[src/rtl/fifo_arb_pkg.sv]
// Shared types and defaults for the fifo write-port arbiter.
// Optional stall statistics are enabled with FIFO_WR_ARB_STATS_EN.
package fifo_arb_pkg;

  typedef enum logic {
    ARB_IDLE,
    ARB_BURST
  } arb_state_t;

  localparam int ARB_NUM_REQ   = 4;
  localparam int ARB_MAX_BURST = 4;
  localparam int STALL_CNT_W   = 16;

endpackage

[src/rtl/fifo_rr_pick.sv]
// Combinational round-robin picker: first set req bit at or
// after rr_ptr, wrapping modulo NUM_REQ.
module fifo_rr_pick #(
  parameter int NUM_REQ = 4,
  parameter int IDX_W   = $clog2(NUM_REQ)
) (
  input  logic [NUM_REQ-1:0] req,
  input  logic [IDX_W-1:0]   rr_ptr,
  output logic               found,
  output logic [IDX_W-1:0]   idx
);

  always_comb begin
    found = 1'b0;
    idx   = rr_ptr;
    // Scan from the far end so the closest candidate wins.
    for (int k = NUM_REQ - 1; k >= 0; k--) begin
      int j;
      j = int'(rr_ptr) + k;
      if (j >= NUM_REQ) j = j - NUM_REQ;
      if (req[j]) begin
        found = 1'b1;
        idx   = IDX_W'(j);
      end
    end
  end

endmodule

[src/rtl/fifo_wr_arbiter.sv]
// Round-robin burst arbiter for the fifo write port.
// Define FIFO_WR_ARB_STATS_EN to add the stall_cnt output.
module fifo_wr_arbiter
  import fifo_arb_pkg::*;
#(
  parameter int NUM_REQ    = ARB_NUM_REQ,
  parameter int DATA_WIDTH = 8,
  parameter int MAX_BURST  = ARB_MAX_BURST,
  localparam int IDX_W     = $clog2(NUM_REQ)
) (
  input  logic                          clk,
  input  logic                          rst,
  input  logic [NUM_REQ-1:0]            req,
  input  logic [NUM_REQ*DATA_WIDTH-1:0] req_data,
  output logic [NUM_REQ-1:0]            ack,
  input  logic                          full,
  output logic                          wr_en,
  output logic [DATA_WIDTH-1:0]         data_in,
  output logic                          busy,
  output logic [IDX_W-1:0]              owner
`ifdef FIFO_WR_ARB_STATS_EN
  ,
  output logic [STALL_CNT_W-1:0]        stall_cnt
`endif
);

  localparam int BEAT_W = $clog2(MAX_BURST + 1);

  arb_state_t         state, state_n;
  logic [IDX_W-1:0]   rr_ptr, ptr_n;
  logic [IDX_W-1:0]   owner_n;
  logic [BEAT_W-1:0]  beat_cnt, beat_n;
  logic               found;
  logic [IDX_W-1:0]   pick;
  logic               rel;
  logic [IDX_W-1:0]   owner_inc;

  fifo_rr_pick #(
    .NUM_REQ (NUM_REQ),
    .IDX_W   (IDX_W)
  ) u_pick (
    .req    (req),
    .rr_ptr (rr_ptr),
    .found  (found),
    .idx    (pick)
  );

  assign owner_inc = (owner == IDX_W'(NUM_REQ - 1))
                   ? '0 : owner + 1'b1;

  assign busy    = (state == ARB_BURST);
  assign data_in = req_data[owner*DATA_WIDTH +: DATA_WIDTH];

  always_ff @(posedge clk or negedge rst) begin
    if (!rst) begin
      state    <= ARB_IDLE;
      rr_ptr   <= '0;
      owner    <= '0;
      beat_cnt <= '0;
    end else begin
      state    <= state_n;
      rr_ptr   <= ptr_n;
      owner    <= owner_n;
      beat_cnt <= beat_n;
    end
  end

  always_comb begin
    state_n = state;
    ptr_n   = rr_ptr;
    owner_n = owner;
    beat_n  = beat_cnt;
    wr_en   = 1'b0;
    rel     = 1'b0;
    ack     = '0;
    unique case (state)
      ARB_IDLE: begin
        if (found) begin
          owner_n = pick;
          beat_n  = '0;
          state_n = ARB_BURST;
        end
      end
      ARB_BURST: begin
        wr_en = req[owner] & ~full;
        // A dropped request wins over full.
        if (!req[owner]) begin
          rel = 1'b1;
        end else if (wr_en) begin
          beat_n = beat_cnt + 1'b1;
          if (beat_n == BEAT_W'(MAX_BURST)) rel = 1'b1;
        end
        if (rel) begin
          state_n = ARB_IDLE;
          ptr_n   = owner_inc;
        end
      end
      default: ;
    endcase
    ack[owner] = wr_en;
  end

`ifdef FIFO_WR_ARB_STATS_EN
  always_ff @(posedge clk or negedge rst) begin
    if (!rst) begin
      stall_cnt <= '0;
    end else if (busy && req[owner] && full
                 && stall_cnt != '1) begin
      stall_cnt <= stall_cnt + 1'b1;
    end
  end
`endif

endmodule
[config.mk]
export PLATFORM = sky130hd
export DESIGN_NAME = fifo_wr_arbiter
export DESIGN_NICKNAME = d
export VERILOG_FILES = /design/src/rtl/fifo_arb_pkg.sv /design/src/rtl/fifo_rr_pick.sv /design/src/rtl/fifo_wr_arbiter.sv
export SDC_FILE = /design/constraint.sdc
export NUM_CORES = 1
export LEC_CHECK = 0
export CAP_MARGIN = 20
export CELL_PAD_IN_SITES_DETAIL_PLACEMENT = 1
export CELL_PAD_IN_SITES_GLOBAL_PLACEMENT = 1
export CORE_ASPECT_RATIO = 0.9
export CORE_UTILIZATION = 24
export DETAILED_ROUTE_END_ITERATION = 8
export HOLD_SLACK_MARGIN = 0.12
export PLACE_DENSITY = 0.83
export SETUP_SLACK_MARGIN = 0.5
export SLEW_MARGIN = 20
export SYNTH_ARGS = -nofsm -noshare
export SYNTH_HDL_FRONTEND = slang
export SYNTH_SLANG_ARGS = --single-unit
[constraint.sdc]
create_clock -name clk -period 2 [get_ports clk]
set_input_delay 0.4 -clock clk [delete_from_list [all_inputs] [get_ports clk]]
set_output_delay 0.4 -clock clk [all_outputs]
set_load 0.01 [all_outputs]
==> results_dict.tcl <==
set metrics [dict create \
    status "finished, violations left" \
    violations "setup timing" \
    antenna_found_initial 0 \
    post-route-period-util 1.01 \
    crit_arrival_ns 1.63 \
    clk_path_buf_depth 2 \
    syn_nets 117 \
    synth_compound_area_frac 0.134 \
    tightest_slew_ns 0.398 \
    post_drt_wl_per_cell_um 20.9 \
    synthSimpleGateAreaFrac 0.144 \
    critical_path_required_ns 1.60 \
    hpwlAfterDp_mm 2.50 \
    synthMuxAreaShare 0.312 \
    slew_viol_final 0 \
    routed_wl_mm 3.87 \
    synth-edff-count 0 \
    grt.overflow.total 0 \
    syn_area_um2 783 \
    diodes 0 \
    synth_seq_cells 8 \
    rsz0062_at_grt "yes" \
    max_freq_mhz 494 \
    synth_flop_cell "dfrtp_1" \
    num_vias 941 \
    hold_path.class "primary input to async pin" \
    worst_slack_ns -0.0262 \
    yosysUniqueCellTypes 32 \
    cp-start-kind "flip-flop" \
    power-per-cell-area_nw_per_um2 1230 \
    peakVddDrop_mv 0.481 \
    fin_util 0.521 \
    yosysSeqAreaShare 0.256 \
    crit_type "flip-flop to output port" \
    finClkSkew_ns 0.00588 \
    cts_root_buffer "clkbuf_4" \
    h-tree-depth 1 \
    cts.sinks 8 \
    setup_viol 4 \
    fp.dieH_um 56.2 \
    vias_per_cell 5.09 \
    synth_top_family_by_area "multiplexers" \
    grt_pass1_wl_mm 5.20 \
    relSlewSlack 0.734 \
    synthArstFlopShare 1.00 \
    synth-adder-area-share 0.0958 \
    layout_min_cycle_time_ns 2.03 \
    cp-end-kind "output port" \
    io_buffers 54 \
    die_area_um2 3500 \
    io_pins 55 \
    cts_made_buffers 3 \
    worstReg2RegEnd "rr_ptr[1]" \
    std_cell_rows 19 \
    ant_nets 0 \
    drtPass1Iterations 3 \
    grt.total_usage 0.192 \
    drc 0 \
    r2r_cells 7 \
    grt_max_degree 14 \
    hold_viol 0 \
    syn_inst 72 \
    maxCapViolations 0 \
    finalPower_w 0.00198 \
    syn_avg_cell_area_um2 10.9 \
    yosys_warnings 0 \
    reg2reg_slack_ns 0.10 \
    synth_xor_xnor_area_share 0 \
    holdBufCountCts 0 \
    design.core.area_um2 3090 \
    grt_pass1_vias 1005 \
    crit-reg2reg-launch "owner[0]" \
    fin_nets 190 \
    gp_congestion 0.803 \
    start_util 0.253 \
    clk_pin_slew_worst_paths_ns 0.06 \
    clk_latency_ns 0.28 \
    cp_max_fo 6 \
    drt-initial-drc-count 22 \
    tritoncts "yes" \
    dpl_worst_slack_ns -0.553 \
    die_width_um 62.2 \
    syn2layout_area_growth_pct 106 \
    final_layout_size_suffix_gt1_frac 0.427 \
    leakagePower_nw 0.696 \
]
metal layers:
layer  share of wire  GRT usage  wire length [um]  vias up
met3           0.057     0.0471               221        5
met5               0          0                 0        -
met4           0.013     0.0498                51        0
li1                -          -                 -      419
met1            0.43      0.243              1660      471
met2            0.50      0.328              1940       46
area by class of cell:
class                           count  area, um2
Fill cell                         343       1480
Timing Repair Buffer               72        711
Multi-Input combinational cell     54        601
Sequential cell                     8        203
Tap cell                           42       52.6
Clock buffer                        3       22.5
Inverter                            6       22.5
state kept, by name, summed over array words and instances (netlist names):
signal / cells
beat_cnt: 3
busy: 1
owner: 2
rr_ptr: 2
Yosys cell counts (2+ instances only):
cell	number	share of area
mux4_2	9	0.26
dfrtp_1	8	0.26
ha_1	6	0.096
inv_1	6	0.029
a21oi_1	4	0.026
and2_1	4	0.032
mux2i_1	3	0.038
nand2_1	3	0.014
a211o_1	2	0.022
clkbuf_1	2	0.0096
nand2b_1	2	0.016
o21ai_0	2	0.013
o22ai_1	2	0.016
power breakdown:
part           switching (W)  total (W)  internal (W)  leakage (nW)
logic               0.000649    0.00153      0.000878         0.585
clock network      0.0000697   0.000139     0.0000697        0.0138
registers          0.0000771   0.000313      0.000236        0.0972
total               0.000795    0.00198       0.00118         0.696
cell usage in the layout, fill, tap and decap left out, types with 2 or more instances in the layout:
master           count
a211o_1              2
inv_1                6
and3_4               2
dfrtp_1              6
dlygate4sd2_1        5
and2_4               4
o21ai_0              2
buf_4               15
dfrtp_2              2
buf_12               2
clkdlybuf4s50_1     33
clkbuf_4             3
a21oi_1              2
buf_6               15
mux4_2               9
nand2_1              3
nand2b_1             2
mux2i_1              2
ha_1                 6
logic make-up (layout without fill, tap and decap cells):
family          after synthesis  in the layout
flops                         8              8
buf+inv                      10             81
simple gates                 19             19
fa+ha+maj                     6              6
compound gates               16             16
mux                          13             13
timing repair:
| item | CTS | global route |
|---|---|---|
| setup buffers | 4 | 2 |
| endpoints found under the hold margin | 0 | 0 |
| gates resized for setup | 78 | 18 |
| pin swaps | 1 | 0 |
| endpoints found under the setup margin | 24 | 22 |
worst max path at each step:
stage / startpoint / end / slack, ns
floorplan: owner[1] / ack[0] / 0.17
global placement: req[3] / ack[3] / -0.52
detailed placement: req[0] / ack[1] / -0.55
CTS: owner[1] / ack[1] / 0.004
global route: owner[0] / ack[0] / -0.05
finish: owner[0] / ack[0] / -0.03
critical path: stages (launching register included):
cell,delay [ns]
dfrtp_2,0.44
buf_4,0.15
mux4_2,0.30
and3_4,0.20
and2_4,0.14
buf_6,0.11
per-stage QoR:
stage / setup TNS [ns] / instance area, um2 / hold WS (ns) / std cells
after floorplan: 0 / 802 / 0.104 / 72
after global placement: -3.80 / 1470 / 0.532 / 176
after detailed placement: -4.05 / 1470 / 0.563 / 176
after CTS: 0 / 1510 / 0.445 / 183
after global routing: -0.226 / 1610 / 0.431 / 185
final: -0.0849 / 1610 / 0.414 / 185
Note: power is estimated with default switching activity, not from simulation.
==> patch: new RTL, same flow settings <==
`ARB_MAX_BURST`: 4 -> 2.
--- a/src/rtl/fifo_arb_pkg.sv
+++ b/src/rtl/fifo_arb_pkg.sv
@@ -8,7 +8,7 @@
   } arb_state_t;
 
   localparam int ARB_NUM_REQ   = 4;
-  localparam int ARB_MAX_BURST = 4;
+  localparam int ARB_MAX_BURST = 2;
   localparam int STALL_CNT_W   = 16;
 
 endpackage
Formal check against the unedited RTL: not equivalent (a bounded check fails within 4 cycles, from zero or initial values and one cycle with rst low).
==> patch against the original RTL <==
- the run still ends with negative setup slack left
- area after synthesis is 6.1% lower
- sequential cell count shrank 1
- first-iteration DRC count fell by 50%
- sequential share of layout area is 0.78 points lower
- routed wire length down 22%
- via count fell by 9.6%
- power shrank 12%
- count of clock-buffer cells in the layout rose by 1
- design area decreased by 6.5%
- worst setup slack gained 0.013 ns
- largest cell class unchanged
==> patch: results (changes against the original RTL) <==
[logic_synthesis]
ys_async_sr_fraction = 1.000  ; unchanged
synth_common_cells = mux4_2, inv_1, dfrtp_1
ys_types = 27  ; -16%
synth_nets = 114  ; -2.6%
syn_area_per_cell_um2 = 10.51  ; -3.4%
synth.area.top_cells = mux4_2, dfrtp_1, ha_1, o21ai_0, inv_1
synthFlopType = dfrtp_1
yosysSeqAreaShare = 0.2381  ; -0.01750
yosys_warnings = 0  ; unchanged

[global_routing]
grt_usage = 0.1814  ; -0.01081
grt_max_degree = 15  ; +1
antenna_found_initial = 0  ; unchanged
grt_pass1_vias = 891  ; -11%
grt_pass1_wl_um = 4326  ; -17%

[flow_run]
maxCapViolations = 0  ; unchanged

[placed_design]
detailed_place_hpwl_um = 2486  ; -0.70%
gp_congestion = 0.7244  ; -9.7%
portBuffers = 54  ; unchanged
dpl_worst_slack_ns = -0.5486  ; +0.004673 ns

[outcome]
violations = negative setup slack
outcome = finished with violations

[sta]
skew_ns = 0.0007058  ; -0.005178 ns
tightest_slew_ns = 0.3511  ; -0.04670 ns
setup_viol = 4  ; unchanged
worst_slack_ns = -0.01314  ; +0.01306 ns

[setup_path]
cpMaxStageDelayCell = mux4_2
worstPathArrival_ns = 1.61  ; -0.02 ns
cpLargestDelayFamily = multiplexers
cpPeakStageDelay_ns = 0.53  ; +0.09 ns

[power_and_ir_drop]
p_leak_nw = 0.6586  ; -5.4%
ir_worst_vdd_v = 0.0004309  ; -10%

[layout]
nets = 185  ; -2.6%
nFillCells = 317  ; -7.6%
drive_gt1_frac = 0.4143  ; -0.01229
antenna_cells = 0  ; unchanged
top_regs = beat_cnt (2), owner (2), rr_ptr (2)

[route]
drt_wl_total_um = 3028  ; -22%
drt-initial-drc-count = 11  ; -50%
vias_per_cell = 4.728  ; -7.1%
dr.pass1.iters = 2  ; -1

[clock_network]
worst_setup_hold_path_clk_slew_ns = 0.05
htreeDepth = 1  ; unchanged
cts_buffers = 3  ; unchanged
insertion_delay_ns = 0.24  ; -0.04 ns
root_buffer = clkbuf_4

[hold_path]
hold_class = in -> async

[patch: changes by cell type after synthesis, moves of 2 or more]
cell	change
and2b_2	+2
a211o_1	-2
clkbuf_1	-2
o21ai_0	+4
nand2b_1	-2
o22ai_1	-2
inv_1	+2
nor2_1	+2
[patch: report_power, final]
| part | switching, W | internal, W | leakage (nW) | total (W) |
|---|---|---|---|---|
| clock | 0.0000472 | 0.0000758 | 0.0150 | 0.000123 |
| sequential | 0.0000820 | 0.000214 | 0.0834 | 0.000296 |
| combinational | 0.000541 | 0.000773 | 0.560 | 0.00131 |
| total | 0.000670 | 0.00106 | 0.659 | 0.00173 |
[patch: logic make-up after synthesis]
group                      synth area share
and+or+nand+nor                      0.1616
DFF                                  0.2381
AOI/OAI and AO/OA                    0.1122
xor gates and xnor gates            0.01191
buffers and inverters               0.06802
muxes                                0.3231
adders and majority gates           0.08503
[patch: cell type report]
type | instances | share of cell area
Timing Repair Buffer | 69 | 0.4502
Multi-Input combinational cell | 52 | 0.3613
Sequential cell | 7 | 0.1179
Tap cell | 40 | 0.03322
Inverter | 8 | 0.01993
Clock buffer | 4 | 0.01744
[patch: worst paths after layout]
path	start	endpoint	slack (ns)	depth (start not counted)
setup / recovery	owner[0]	ack[2]	-0.01	4
hold / removal	rst	beat_cnt[0]	0.42	1
setup reg to reg	owner[0]	rr_ptr[1]	0.22	6
hold reg to reg	beat_cnt[1]	beat_cnt[1]	0.53	2
max in group asynchronous	rst	owner[0]	1.32	1
min in group clk	beat_cnt[1]	beat_cnt[1]	0.53	2
[patch: what timing repair did]
item	CTS	global route
setup endpoints to repair	22	20
buffers inserted	2	3
pin swaps	1	1
gates resized for setup	81	9
endpoints found under the hold margin	0	0
hold buffers	0	0
[patch: metrics by stage]
| stage | TNS (ns) | instance area, um^2 | total power, W | cells |
|---|---|---|---|---|
| 2_1_floorplan | 0 | 748.2 | 0.0009135 | 70 |
| 3_3_place_gp | -3.640 | 1393 | 0.001384 | 171 |
| 3_5_place_dp | -3.967 | 1393 | 0.001426 | 171 |
| 4_1_cts | -0.01398 | 1460 | 0.001647 | 177 |
| 5_1_grt | -0.1999 | 1506 | 0.001861 | 180 |
| 6_report | -0.03866 | 1506 | 0.001733 | 180 |
[patch: worst reg2reg max path, cell delays in order, from the launching register on]
cell	delay, ns
dfrtp_2	0.40
mux4_2	0.53
buf_4	0.15
buf_4	0.14
o21ai_4	0.07
nand2_2	0.08
mux2_4	0.30
[patch: per-layer routing]
metal	track usage	share of wire
met1	0.1971	0.40
met4	0.01163	0
met5	0	0
met3	0.04255	0.096
met2	0.3681	0.50
